File: src/rtl/conv_block_sequencer.sv
//==============================================================================
// Module      : conv_block_sequencer
// Description : Runs one 66-bit block at a time through the 64B/66B->8B/10B
//               converter (reset, enable, settle, capture) and returns the
//               80-bit result on a valid/ready handshake.
//               Optional error statistics: define CONV_ERR_STATS_EN.
// Revision    : 1.0 - initial release
//==============================================================================
`default_nettype none

module conv_block_sequencer #(
  parameter int RST_CYCLES    = 1,
  parameter int EN_CYCLES     = 4,
  parameter int SETTLE_CYCLES = 2,
  parameter int CNT_W         = 16
) (
  input  logic              clk,
  input  logic              rst,
  input  logic              in_valid,
  output logic              in_ready,
  input  logic [65:0]       in_data,
  input  logic              in_kin,
  input  logic              in_inject,
  output logic              conv_rst,
  output logic              conv_en,
  output logic              conv_inj_en,
  output logic [65:0]       conv_din,
  output logic              conv_kin,
  input  logic [79:0]       conv_dout,
  input  logic              conv_disp_err,
  input  logic              conv_kin_err,
  output logic              out_valid,
  input  logic              out_ready,
  output logic [79:0]       out_data,
  output logic [1:0]        out_err,
`ifdef CONV_ERR_STATS_EN
  input  logic              stats_clr,
  output logic [CNT_W-1:0]  disp_err_cnt,
  output logic [CNT_W-1:0]  kin_err_cnt,
`endif
  output logic              busy
);

  localparam int MAX_RE = (RST_CYCLES > EN_CYCLES) ? RST_CYCLES : EN_CYCLES;
  localparam int MAX_C  = (MAX_RE > SETTLE_CYCLES) ? MAX_RE : SETTLE_CYCLES;
  localparam int CW     = $clog2(MAX_C + 1);

  localparam logic [CW-1:0] RST_LAST    = CW'(RST_CYCLES - 1);
  localparam logic [CW-1:0] EN_LAST     = CW'(EN_CYCLES - 1);
  localparam logic [CW-1:0] SETTLE_LAST = CW'((SETTLE_CYCLES > 0) ? SETTLE_CYCLES - 1 : 0);

  if (RST_CYCLES < 1 || EN_CYCLES < 1 || SETTLE_CYCLES < 0 || CNT_W < 1) begin : g_bad_params
    $error("conv_block_sequencer: illegal parameter value");
  end

  typedef enum logic [2:0] {
    S_IDLE    = 3'd0,
    S_CRST    = 3'd1,
    S_RUN     = 3'd2,
    S_SETTLE  = 3'd3,
    S_CAPTURE = 3'd4,
    S_HOLD    = 3'd5
  } state_t;

  state_t        state_q, state_d;
  logic [CW-1:0] cnt_q, cnt_d;
  logic [65:0]   blk_data_q, blk_data_d;
  logic          blk_kin_q, blk_kin_d;
  logic          blk_inj_q, blk_inj_d;
  logic [79:0]   out_data_q, out_data_d;
  logic [1:0]    out_err_q, out_err_d;

  always_comb begin
    state_d    = state_q;
    cnt_d      = cnt_q;
    blk_data_d = blk_data_q;
    blk_kin_d  = blk_kin_q;
    blk_inj_d  = blk_inj_q;
    out_data_d = out_data_q;
    out_err_d  = out_err_q;
    case (state_q)
      S_IDLE: begin
        if (in_valid) begin
          blk_data_d = in_data;
          blk_kin_d  = in_kin;
          blk_inj_d  = in_inject;
          state_d    = S_CRST;
          cnt_d      = '0;
        end
      end
      S_CRST: begin
        if (cnt_q == RST_LAST) begin
          state_d = S_RUN;
          cnt_d   = '0;
        end else begin
          cnt_d = cnt_q + CW'(1);
        end
      end
      S_RUN: begin
        if (cnt_q == EN_LAST) begin
          state_d = (SETTLE_CYCLES == 0) ? S_CAPTURE : S_SETTLE;
          cnt_d   = '0;
        end else begin
          cnt_d = cnt_q + CW'(1);
        end
      end
      S_SETTLE: begin
        if (cnt_q == SETTLE_LAST) begin
          state_d = S_CAPTURE;
          cnt_d   = '0;
        end else begin
          cnt_d = cnt_q + CW'(1);
        end
      end
      S_CAPTURE: begin
        out_data_d = conv_dout;
        out_err_d  = {conv_kin_err, conv_disp_err};
        state_d    = S_HOLD;
        cnt_d      = '0;
      end
      S_HOLD: begin
        if (out_ready) begin
          state_d = S_IDLE;
          cnt_d   = '0;
        end
      end
      default: begin
        state_d = S_IDLE;
        cnt_d   = '0;
      end
    endcase
  end

`ifdef CONV_ERR_STATS_EN
  logic [CNT_W-1:0] disp_cnt_q, disp_cnt_d;
  logic [CNT_W-1:0] kin_cnt_q, kin_cnt_d;

  // Clear takes priority over an increment landing in the same cycle.
  always_comb begin
    disp_cnt_d = disp_cnt_q;
    kin_cnt_d  = kin_cnt_q;
    if (stats_clr) begin
      disp_cnt_d = '0;
      kin_cnt_d  = '0;
    end else if (state_q == S_CAPTURE) begin
      if (conv_disp_err && !(&disp_cnt_q)) disp_cnt_d = disp_cnt_q + CNT_W'(1);
      if (conv_kin_err && !(&kin_cnt_q))   kin_cnt_d  = kin_cnt_q + CNT_W'(1);
    end
  end

  assign disp_err_cnt = disp_cnt_q;
  assign kin_err_cnt  = kin_cnt_q;
`endif

  always_ff @(posedge clk or posedge rst) begin
    if (rst) begin
      state_q    <= S_IDLE;
      cnt_q      <= '0;
      blk_data_q <= '0;
      blk_kin_q  <= 1'b0;
      blk_inj_q  <= 1'b0;
      out_data_q <= '0;
      out_err_q  <= '0;
`ifdef CONV_ERR_STATS_EN
      disp_cnt_q <= '0;
      kin_cnt_q  <= '0;
`endif
    end else begin
      state_q    <= state_d;
      cnt_q      <= cnt_d;
      blk_data_q <= blk_data_d;
      blk_kin_q  <= blk_kin_d;
      blk_inj_q  <= blk_inj_d;
      out_data_q <= out_data_d;
      out_err_q  <= out_err_d;
`ifdef CONV_ERR_STATS_EN
      disp_cnt_q <= disp_cnt_d;
      kin_cnt_q  <= kin_cnt_d;
`endif
    end
  end

  // Converter is held in reset for as long as the system reset is asserted.
  assign conv_rst    = rst | (state_q == S_CRST);
  assign conv_en     = (state_q == S_RUN);
  assign in_ready    = (state_q == S_IDLE);
  assign busy        = (state_q != S_IDLE);
  assign out_valid   = (state_q == S_HOLD);
  assign conv_din    = busy ? blk_data_q : 66'd0;
  assign conv_kin    = busy & blk_kin_q;
  assign conv_inj_en = busy & blk_inj_q;
  assign out_data    = out_data_q;
  assign out_err     = out_err_q;

endmodule

`default_nettype wire

File: config.mk
export PLATFORM = sky130hd
export DESIGN_NAME = conv_block_sequencer
export DESIGN_NICKNAME = d
export VERILOG_FILES = /design/src/rtl/conv_block_sequencer.sv
export SDC_FILE = /design/constraint.sdc
export NUM_CORES = 1
export LEC_CHECK = 0
export CORE_AREA = 2 2 122 124
export DETAILED_ROUTE_END_ITERATION = 8
export DIE_AREA = 0 0 124 126
export DONT_BUFFER_PORTS = 1
export PLACE_DENSITY = 0.63
export SLEW_MARGIN = 20
export SYNTH_ARGS = -nofsm -noshare
export SYNTH_HDL_FRONTEND = slang
export SYNTH_SLANG_ARGS = --single-unit
File: constraint.sdc
create_clock -name clk -period 12.3 [get_ports clk]
set_input_delay 1.845 -clock clk [delete_from_list [all_inputs] [get_ports clk]]
set_output_delay 1.845 -clock clk [all_outputs]
set_load 0.005 [all_outputs]
==> results.json, run 1 <==
{
  "status": "completed",
  "syn_area_um2": 6600,
  "hold_viol": 0,
  "synthDistinctLibCells": 32,
  "cts_buffers": 17,
  "reg2reg_depth": 4,
  "ys_top_cells_by_count": "156 x dfrtp_1, 130 x mux2_2, 69 x and2_1, 20 x mux2_4, 11 x clkbuf_1",
  "grt_use_total": 0.178,
  "rsz0062_at_grt": "no",
  "slew_violations": 0,
  "post_drt_wl_per_cell_um": 22.1,
  "dp_cells": 608,
  "wl_um": 14100,
  "grt_max_degree": 86,
  "yosys-top-cells-area": "dfrtp_1 59%, mux2_2 22%, and2_1 6.5%",
  "min_from": "blk_data_q[34]",
  "synth_most_common_cell": "dfrtp_1",
  "hold_buffers": 0,
  "final_layout_size_suffix_gt1_frac": 0.407,
  "first_iter_violations": 147,
  "final.fill_count": 1210,
  "hold_path_class": "flip-flop to flip-flop",
  "hpwlAfterDp_um": 10200,
  "async_flop_share": 1.00,
  "crit_family": "buffers and inverters",
  "finalSetupTns_ns": 0,
  "dieHeight_um": 126,
  "initial_core_util": 0.461,
  "yosysWarnings": 0,
  "r2r_end": "blk_data_q[29]",
  "slowest_delay_ns": 0.42,
  "critical-path-slowest-cell": "inv_6",
  "synth_seq_cells": 156,
  "clkTransAtPathRegs_ns": 0.06,
  "yosysSeqAreaShare": 0.591,
  "critPathRequiredTime_ns": 10.45,
  "worstPathMaxFanout": 73,
  "r2r_slack_ns": 9.46,
  "cts_sinks": 156,
  "end_kind": "output port",
  "crit_path_cell_trace": "inv_6 > o21ai_0",
  "power_uw": 2130,
  "first_pass_iters": 4,
  "vias": 3473,
  "slew_headroom": 0.305,
  "max_cap_viol_count": 0,
  "start_kind": "input pin",
  "tritoncts": "built",
  "path_buf_inv": 1,
  "antenna_found_initial": 1,
  "seq_area_um2": 3900,
  "instances_no_fill": 638,
  "coreArea_um2": 14300,
  "yosysTopAreaCellShare": 0.591,
  "cts-htree-levels": 4,
  "clockBufferDepth": 2,
  "num_antenna_cells": 0,
  "synth_edf_count": 0,
  "post-route-period-util": 0.357,
  "grt_remaining_overflow": 0,
  "gp_congestion": 0.795,
  "cp.arrival_ns": 2.54,
  "synth.avg_cell_area_um2": 14.7,
  "cts-resized-gates": 0,
  "p_per_area_nw_per_um2": 293,
  "fmax_mhz": 228,
  "crit_cells": 2,
  "routed_via_density": 5.44,
  "syn-num-nets": 609,
  "power.leakage_uw": 0.00305,
  "final.min_clock_period_ns": 4.39,
  "die_area_um2": 15600,
  "ioPinCount": 309,
  "drcViolationCount": 0,
  "multi_input_area_um2": 2490,
  "whs_endpoint": "blk_data_q[34]",
  "yosys.area.top_type": "dfrtp_1",
  "chipWidth_um": 124,
  "worstHoldPathCells": 1,
  "place.port_buffers": 0,
  "ys.flop_type": "dfrtp_1",
  "worst_pin_slew_ns": 1.04,
  "cts_root_buf": "clkbuf_16",
  "grt_pass1_vias": 3766,
  "clkLatencyLatePin_ns": 0.41,
  "grt_pass1_wl_um": 20800,
  "antenna_left": 0,
  "r2r_start": "state_q[1]",
  "finalSetupViolCount": 0,
  "peakVddDrop_mv": 0.124,
  "syn_inst": 450,
  "crit_type": "input pin to output port",
  "fin_skew_ns": 0.00828,
  "postCtsSetupBuffers": 0,
  "nNetsFinal": 602,
  "area_growth_pct": 9.93,
  "num_rows": 44
}
final cells by class:
cell class                      count  area share
Sequential cell                   156       0.538
Timing Repair Buffer                2     0.00259
Clock buffer                       19      0.0596
Inverter                            8     0.00483
Tap cell                          184      0.0317
Clock inverter                     11      0.0202
Multi-Input combinational cell    258       0.343
placed cells by master (no fill, tap or decap), types with 3 or more instances in the layout:
master / Yosys / layout
dfrtp_1: 156 / 156
mux2_2: 130 / 130
o21ai_0: 4 / 4
nand2b_1: 5 / 5
ha_1: 5 / 5
and2_1: 69 / 69
bufinv_16: 0 / 3
inv_1: 7 / 6
mux2_4: 20 / 20
clkinv_2: 0 / 3
nor2_1: 3 / 3
clkbuf_16: 0 / 17
per-stage QoR:
step / hold WS [ns] / setup slack [ns] / utilization / area, um^2
after floorplan: 0.472 / 4.82 / - / 6600
after global placement: 0.481 / 7.88 / 0.466 / 6670
after detailed placement: 0.488 / 7.85 / 0.466 / 6670
after CTS: 0.500 / 7.85 / 0.507 / 7250
after global routing: 0.512 / 7.76 / 0.507 / 7260
final: 0.497 / 7.91 / 0.507 / 7260
power breakdown:
part           internal (uW)  leakage, uW  total [uW]  switching (uW)
combinational            367     0.000930         638             271
clock                    317     0.000279         512             195
sequential               779      0.00184         977             199
total                   1460      0.00305        2130             664
layer usage:
metal / vias up / part of all wire / global-route usage
met2: 218 / 0.49 / 0.291
met4: 2 / 0.025 / 0.0859
met3: 27 / 0.12 / 0.0906
met1: 1705 / 0.36 / 0.189
li1: 1521 / - / -
met5: - / 0.00092 / 0
cell families (layout without fill, tap and decap cells):
family	count (synthesis)	count (layout)	share of synthesized area
AO/OA/AOI/OAI	13	13	0.0138
adder cells (fa/ha/maj)	5	5	0.00947
buffers and inverters	36	40	0.0330
flip-flops	156	156	0.591
multiplexers	151	151	0.269
AND/OR/NAND/NOR	89	89	0.0839
worst max-delay path by stage:
stage	start	end	slack, ns
2_1_floorplan	rst	conv_rst	4.82
3_3_place_gp	rst	conv_rst	7.88
3_5_place_dp	rst	conv_rst	7.85
4_1_cts	rst	conv_rst	7.85
5_1_grt	rst	conv_rst	7.76
6_report	rst	conv_rst	7.91
state kept, by name (all words and copies together), names as in the netlist:
signal and flops:
blk_inj_q 1, blk_data_q 66, state_q 3, blk_kin_q 1, out_err 2, out_data 80, cnt_q 3
(Power assumes the default switching activity.)
==> inputs of run 2 (changes only) <==
--- a/config.mk
+++ b/config.mk
@@ -5,11 +5,12 @@
 export SDC_FILE = /design/constraint.sdc
 export NUM_CORES = 1
 export LEC_CHECK = 0
-export CORE_AREA = 2 2 122 124
+export ABC_AREA = 1
+export CORE_AREA = 2 2 118 120
 export DETAILED_ROUTE_END_ITERATION = 8
-export DIE_AREA = 0 0 124 126
+export DIE_AREA = 0 0 120 122
 export DONT_BUFFER_PORTS = 1
-export PLACE_DENSITY = 0.63
+export PLACE_DENSITY = 0.67
 export SLEW_MARGIN = 20
 export SYNTH_ARGS = -nofsm -noshare
 export SYNTH_HDL_FRONTEND = slang
==> constraint.sdc (replaced) <==
create_clock -name clk -period 4.1 [get_ports clk]
set_input_delay 0.615 -clock clk [delete_from_list [all_inputs] [get_ports clk]]
set_output_delay 0.615 -clock clk [all_outputs]
set_load 0.005 [all_outputs]
==> run 2 against run 1 <==
Effect of this change: critical path type is now flip-flop to output port; largest cell class unchanged; final area rose by 0.57%; routed wire length is 2.8% lower; die area shrank 6.3%; synthesized area is 0.25% higher; combinational power increased to 3.4 times the previous value; final cell count up 24%; first-iteration DRC count is 28% higher; total power rose to 3.1 times the previous value; utilization up 3.3 points; register-to-register slack worse by 7.6 ns.
==> results.json, run 2 <==
{
  "status": "completed",
  "num_antenna_cells": 0,
  "gp_congestion": 0.837,
  "nNetsFinal": 756,
  "die_area_um2": 14600,
  "final.fill_count": 1175,
  "power_frac_comb": 0.329,
  "hold_path_class": "input pin to asynchronous set/reset pin",
  "synth_edf_count": 0,
  "routed_via_density": 5.15,
  "finalSetupTns_ns": 0,
  "multi_input_area_um2": 2190,
  "async_flop_share": 1.00,
  "slew_headroom": 0.308,
  "cts-resized-gates": 0,
  "cts_root_buf": "clkbuf_16",
  "crit_type": "flip-flop to output port",
  "first_pass_iters": 5,
  "num_rows": 43,
  "cts_sinks": 156,
  "end_kind": "output port",
  "synth_seq_cells": 156,
  "yosysSeqAreaShare": 0.590,
  "grt_pass1_wl_um": 20700,
  "rsz0062_at_grt": "no",
  "p_int_uw": 4140,
  "clockBufferDepth": 2,
  "worst_pin_slew_ns": 1.04,
  "clkTransAtPathRegs_ns": 0.06,
  "hold_viol": 0,
  "final_layout_size_suffix_gt1_frac": 0.244,
  "final.min_clock_period_ns": 2.59,
  "grt_remaining_overflow": 0,
  "final_common_cell": "dfrtp_1",
  "ioPinCount": 309,
  "place.port_buffers": 0,
  "fmax_mhz": 386,
  "wl_um": 13700,
  "largest_reg_flops": 80,
  "crit_start": "state_q[1]",
  "syn_area_um2": 6620,
  "synth.avg_cell_area_um2": 10.9,
  "chipWidth_um": 120,
  "p_sw_frac": 0.364,
  "cts_buffers": 17,
  "cp.arrival_ns": 1.97,
  "seqPwrFrac": 0.423,
  "vias": 4068,
  "first_iter_violations": 188,
  "worstPathMaxFanout": 70,
  "setup_ws_ns": 1.51,
  "p_per_area_nw_per_um2": 891,
  "hpwlAfterDp_um": 9900,
  "post_drt_wl_per_cell_um": 17.3,
  "area_growth_pct": 10.3,
  "yosys-top-cells-area": "dfrtp_1 59%, mux2_2 12%, nor2_1 8.0%",
  "design_area_um2": 7300,
  "p_switching_uw": 2370,
  "critPathRequiredTime_ns": 3.48,
  "seq_area_um2": 3900,
  "antenna_found_initial": 0,
  "max_cap_viol_count": 0,
  "coreArea_um2": 13500,
  "grt_pass1_vias": 4124,
  "utilization": 0.541,
  "p_clk_frac": 0.247,
  "pre_cts_ws_ns": 1.93,
  "cts-htree-levels": 4,
  "hold_buffers": 0,
  "yosysWarnings": 0,
  "postCtsSetupBuffers": 0,
  "yosysTopAreaCellShare": 0.590,
  "drcViolationCount": 0,
  "placed_area_um2": 6680,
  "power_uw": 6510,
  "clkLatencyLatePin_ns": 0.41,
  "slew_violations": 0,
  "r2r_start": "state_q[1]",
  "peakVddDrop_mv": 0.465,
  "initial_core_util": 0.490,
  "antenna_left": 0,
  "synthDistinctLibCells": 20,
  "tritoncts": "built",
  "post-route-period-util": 0.632,
  "fin_skew_ns": 0.0112,
  "yosys.area.top_type": "dfrtp_1",
  "start_kind": "flip-flop",
  "ys_top_cells_by_count": "156 x dfrtp_1, 141 x nor2_1, 81 x inv_1, 71 x mux2_2, 37 x a21oi_2",
  "synth_most_common_cell": "dfrtp_1",
  "finalSetupViolCount": 0,
  "grt_max_degree": 137,
  "power.leakage_uw": 0.00353,
  "grt_use_total": 0.186,
  "layout_common_cells": "156 x dfrtp_1, 141 x nor2_1, 80 x inv_1, 71 x mux2_2, 37 x a21oi_2",
  "syn_inst": 605,
  "dieHeight_um": 122,
  "reg2reg_depth": 7,
  "ys.flop_type": "dfrtp_1",
  "syn-num-nets": 764
}
[run 2: cell count changes in the layout (fill, tap and decap cells not counted), sizes merged, moves of 5 or more]
cell / before / now
a21oi: 1 / 69
and2: 70 / 0
inv: 9 / 84
mux2: 150 / 82
nand2: 2 / 25
nand2b: 5 / 0
nand3: 0 / 9
nor2: 3 / 142
[run 2: stage by stage]
step | hold WS, ns | instances
4_1_cts | 0.311 | 790
3_3_place_gp | 0.491 | 758
6_report | 0.289 | 790
3_5_place_dp | 0.499 | 758
2_1_floorplan | 0.475 | 605
5_1_grt | 0.315 | 790
[run 2: per-layer routing]
| layer | vias up | track usage | part of all wire |
|---|---|---|---|
| met1 | 1943 | 0.210 | 0.37 |
| met3 | 24 | 0.0679 | 0.095 |
| met2 | 221 | 0.316 | 0.51 |
| li1 | 1880 | - | - |
| met4 | 0 | 0.0794 | 0.021 |
| met5 | - | 0 | 0 |
[run 2: final cells by class]
| cell class | instances | share of cell area |
|---|---|---|
| Clock buffer | 20 | 0.0626 |
| Clock inverter | 12 | 0.0219 |
| Inverter | 83 | 0.0435 |
| Multi-Input combinational cell | 336 | 0.300 |
| Sequential cell | 156 | 0.535 |
| Tap cell | 180 | 0.0308 |
| Timing Repair Buffer | 3 | 0.00651 |
[run 2: kinds of logic (layout without fill, tap and decap cells)]
kind of cell    Yosys count  count (layout)  synth area share
compound gates           72              72            0.0762
simple gates            177             177             0.105
fa+ha+maj                 5               5           0.00945
mux                      82              82             0.139
flops                   156             156             0.590
buf+inv                 113             118            0.0807
[run 2: path summary, 6_finish.rpt]
kind / end / slack, ns
worst max-delay path: conv_din[17] / 1.51
worst min-delay path: out_data[6] / 0.29
worst max register to register: blk_data_q[14] / 1.86
worst min register to register: blk_data_q[24] / 0.51
max in group asynchronous: out_data[31] / 3.30
min in group clk: out_data[40] / 0.33
[run 2: worst max-delay path, cell delays in order, from the launching register on]
cell     delay [ns]
dfrtp_1        0.46
nor2_2         0.22
nand2_2        0.12
inv_4          0.52
nor2_1         0.17
[run 2: power groups by stage]
stage               sequential [uW]  clock (uW)  combinational [uW]
floorplan                      2640           0                1860
global placement               2770           0                2090
detailed placement             2790           0                2190
CTS                            2770        1650                2190
global route                   2850        1720                2420
finish                         2760        1610                2140
==> inputs of run 3 (changes only) <==
--- a/config.mk
+++ b/config.mk
@@ -5,12 +5,12 @@
 export SDC_FILE = /design/constraint.sdc
 export NUM_CORES = 1
 export LEC_CHECK = 0
-export ABC_AREA = 1
-export CORE_AREA = 2 2 118 120
+export ABC_AREA = 0
+export CORE_AREA = 2 2 121 123
 export DETAILED_ROUTE_END_ITERATION = 8
-export DIE_AREA = 0 0 120 122
+export DIE_AREA = 0 0 123 125
 export DONT_BUFFER_PORTS = 1
-export PLACE_DENSITY = 0.67
+export PLACE_DENSITY = 0.66
 export SLEW_MARGIN = 20
 export SYNTH_ARGS = -nofsm -noshare
 export SYNTH_HDL_FRONTEND = slang
==> constraint.sdc (replaced) <==
create_clock -name clk -period 2.3 [get_ports clk]
set_input_delay 0.345 -clock clk [delete_from_list [all_inputs] [get_ports clk]]
set_output_delay 0.345 -clock clk [all_outputs]
set_load 0.005 [all_outputs]
==> run 3 against run 2 <==
Effect of this change: clock skew down 0.0016 ns; non-clock buffer count up 8; register-to-register slack worse by 1.5 ns; utilization down 1.7 points; routed wire length up 2.0%; critical path depth down 1; clock power up 84%; via count down 13%.
==> results.json, run 3 (synthesis results as in run 1) <==
{
  "clkLatencyLatePin_ns": 0.43,
  "first_pass_iters": 4,
  "p_int_uw": 7990,
  "postCtsSetupBuffers": 0,
  "crit_type": "flip-flop to output port",
  "die_area_um2": 15400,
  "finalSetupTns_ns": 0,
  "p_switching_uw": 3680,
  "slew_headroom": 0.423,
  "hold_viol": 0,
  "p_clk_frac": 0.254,
  "cp.arrival_ns": 1.81,
  "cts_buffers": 17,
  "rsz0062_at_grt": "no",
  "critPathRequiredTime_ns": 1.96,
  "r2r_slack_ns": 0.35,
  "num_rows": 44,
  "worstPathMaxFanout": 69,
  "seqPwrFrac": 0.437,
  "p_per_area_nw_per_um2": 1570,
  "hold_path_class": "input pin to asynchronous set/reset pin",
  "chipWidth_um": 123,
  "tritoncts": "built",
  "dieHeight_um": 125,
  "post_drt_wl_per_cell_um": 21.5,
  "r2r_start": "state_q[0]",
  "setup_ws_ns": 0.146,
  "max_cap_viol_count": 0,
  "slew_violations": 0,
  "fmax_mhz": 464,
  "cts_sinks": 156,
  "nNetsFinal": 611,
  "wl_um": 14000,
  "peakVddDrop_mv": 0.631,
  "clockBufferDepth": 2,
  "r2r_end": "blk_data_q[53]",
  "grt_pass1_wl_um": 20900,
  "ioPinCount": 309,
  "antenna_found_initial": 1,
  "power_frac_comb": 0.309,
  "layout_common_cells": "156 x dfrtp_1, 130 x mux2_2, 69 x and2_1, 20 x mux2_4, 17 x clkbuf_16",
  "reg2reg_depth": 5,
  "area_growth_pct": 12.5,
  "p_sw_frac": 0.315,
  "power.leakage_uw": 0.00313,
  "hpwlAfterDp_um": 9830,
  "final.min_clock_period_ns": 2.15,
  "coreArea_um2": 14200,
  "worst_pin_slew_ns": 0.866,
  "clkTransAtPathRegs_ns": 0.06,
  "cts_root_buf": "clkbuf_16",
  "first_iter_violations": 163,
  "pre_cts_ws_ns": 0.360,
  "initial_core_util": 0.465,
  "crit_start": "state_q[0]",
  "start_kind": "flip-flop",
  "final_layout_size_suffix_gt1_frac": 0.426,
  "antenna_left": 0,
  "grt_use_total": 0.181,
  "grt_max_degree": 157,
  "place.port_buffers": 0,
  "largest_reg_flops": 80,
  "vias": 3524,
  "drcViolationCount": 0,
  "status": "completed",
  "final_common_cell": "dfrtp_1",
  "grt_pass1_vias": 3866,
  "final.fill_count": 1193,
  "post-route-period-util": 0.936,
  "cts-htree-levels": 4,
  "gp_congestion": 0.751,
  "end_kind": "output port",
  "finalSetupViolCount": 0,
  "grt_remaining_overflow": 0,
  "routed_via_density": 5.42,
  "fin_skew_ns": 0.00962
}
-- run 3: changes by cell type in the layout (fill, tap and decap cells not counted), sizes merged, moves of 23 or more --
cell   previous run  this run
inv              84        16
mux2             82       150
and2              0        70
nand2            25         2
nor2            142         3
a21oi            69         1
-- run 3: final cells by class --
cell class | instances | area [um^2] | area share
inverters | 8 | 33.8 | 0.00455
clock buffers | 17 | 425 | 0.0572
clock inverters | 15 | 199 | 0.0268
multi-input cells | 258 | 2490 | 0.335
flip-flops and latches | 156 | 3900 | 0.525
repair buffers | 11 | 149 | 0.0200
diodes | 1 | 2.50 | 0.000337
well taps | 184 | 230 | 0.0310
-- run 3: repair_timing --
action                                  4_1_cts  5_1_grt
hold buffers                                  0        0
endpoints found under the setup margin        0       68
resized for setup                             0        1
-- run 3: layer usage --
layer | wire (um) | part of all wire | GRT usage | vias up
li1 | - | - | - | 1550
met3 | 1790 | 0.13 | 0.103 | 32
met2 | 6690 | 0.48 | 0.286 | 209
met4 | 437 | 0.031 | 0.0922 | 2
met5 | 13 | 0.00093 | 0 | -
met1 | 5020 | 0.36 | 0.193 | 1731
-- run 3: worst max-delay path: stages, from the launching register on --
cell,delay (ns)
dfrtp_1,0.38
or3_2,0.51
buf_6,0.24
and2_1,0.24
-- run 3: worst max-delay path by stage --
stage,end,slack [ns],cells past startpoint
2_1_floorplan,conv_rst,-0.97,2
3_3_place_gp,blk_data_q[27],0.41,5
3_5_place_dp,blk_data_q[21],0.36,5
4_1_cts,conv_inj_en,0.02,3
5_1_grt,conv_inj_en,0.05,3
6_report,conv_din[26],0.15,3
-- run 3: power groups by stage --
stage / clock (uW) / combinational, uW / sequential [uW]
floorplan: 0 / 3130 / 4820
global placement: 0 / 3520 / 5140
detailed placement: 0 / 3680 / 5160
CTS: 3040 / 3680 / 5140
global route: 3160 / 4020 / 5290
finish: 2960 / 3610 / 5110
-- run 3: per-stage QoR --
stage	util	total power [uW]	cells	hold WS [ns]	area, um^2
2_1_floorplan	-	7950	450	0.472	6610
4_1_cts	0.523	11900	649	0.0456	7430
3_5_place_dp	0.479	8840	617	0.485	6800
6_report	0.523	11700	650	0.0498	7430
3_3_place_gp	0.479	8670	617	0.481	6800
5_1_grt	0.523	12500	649	0.0385	7430
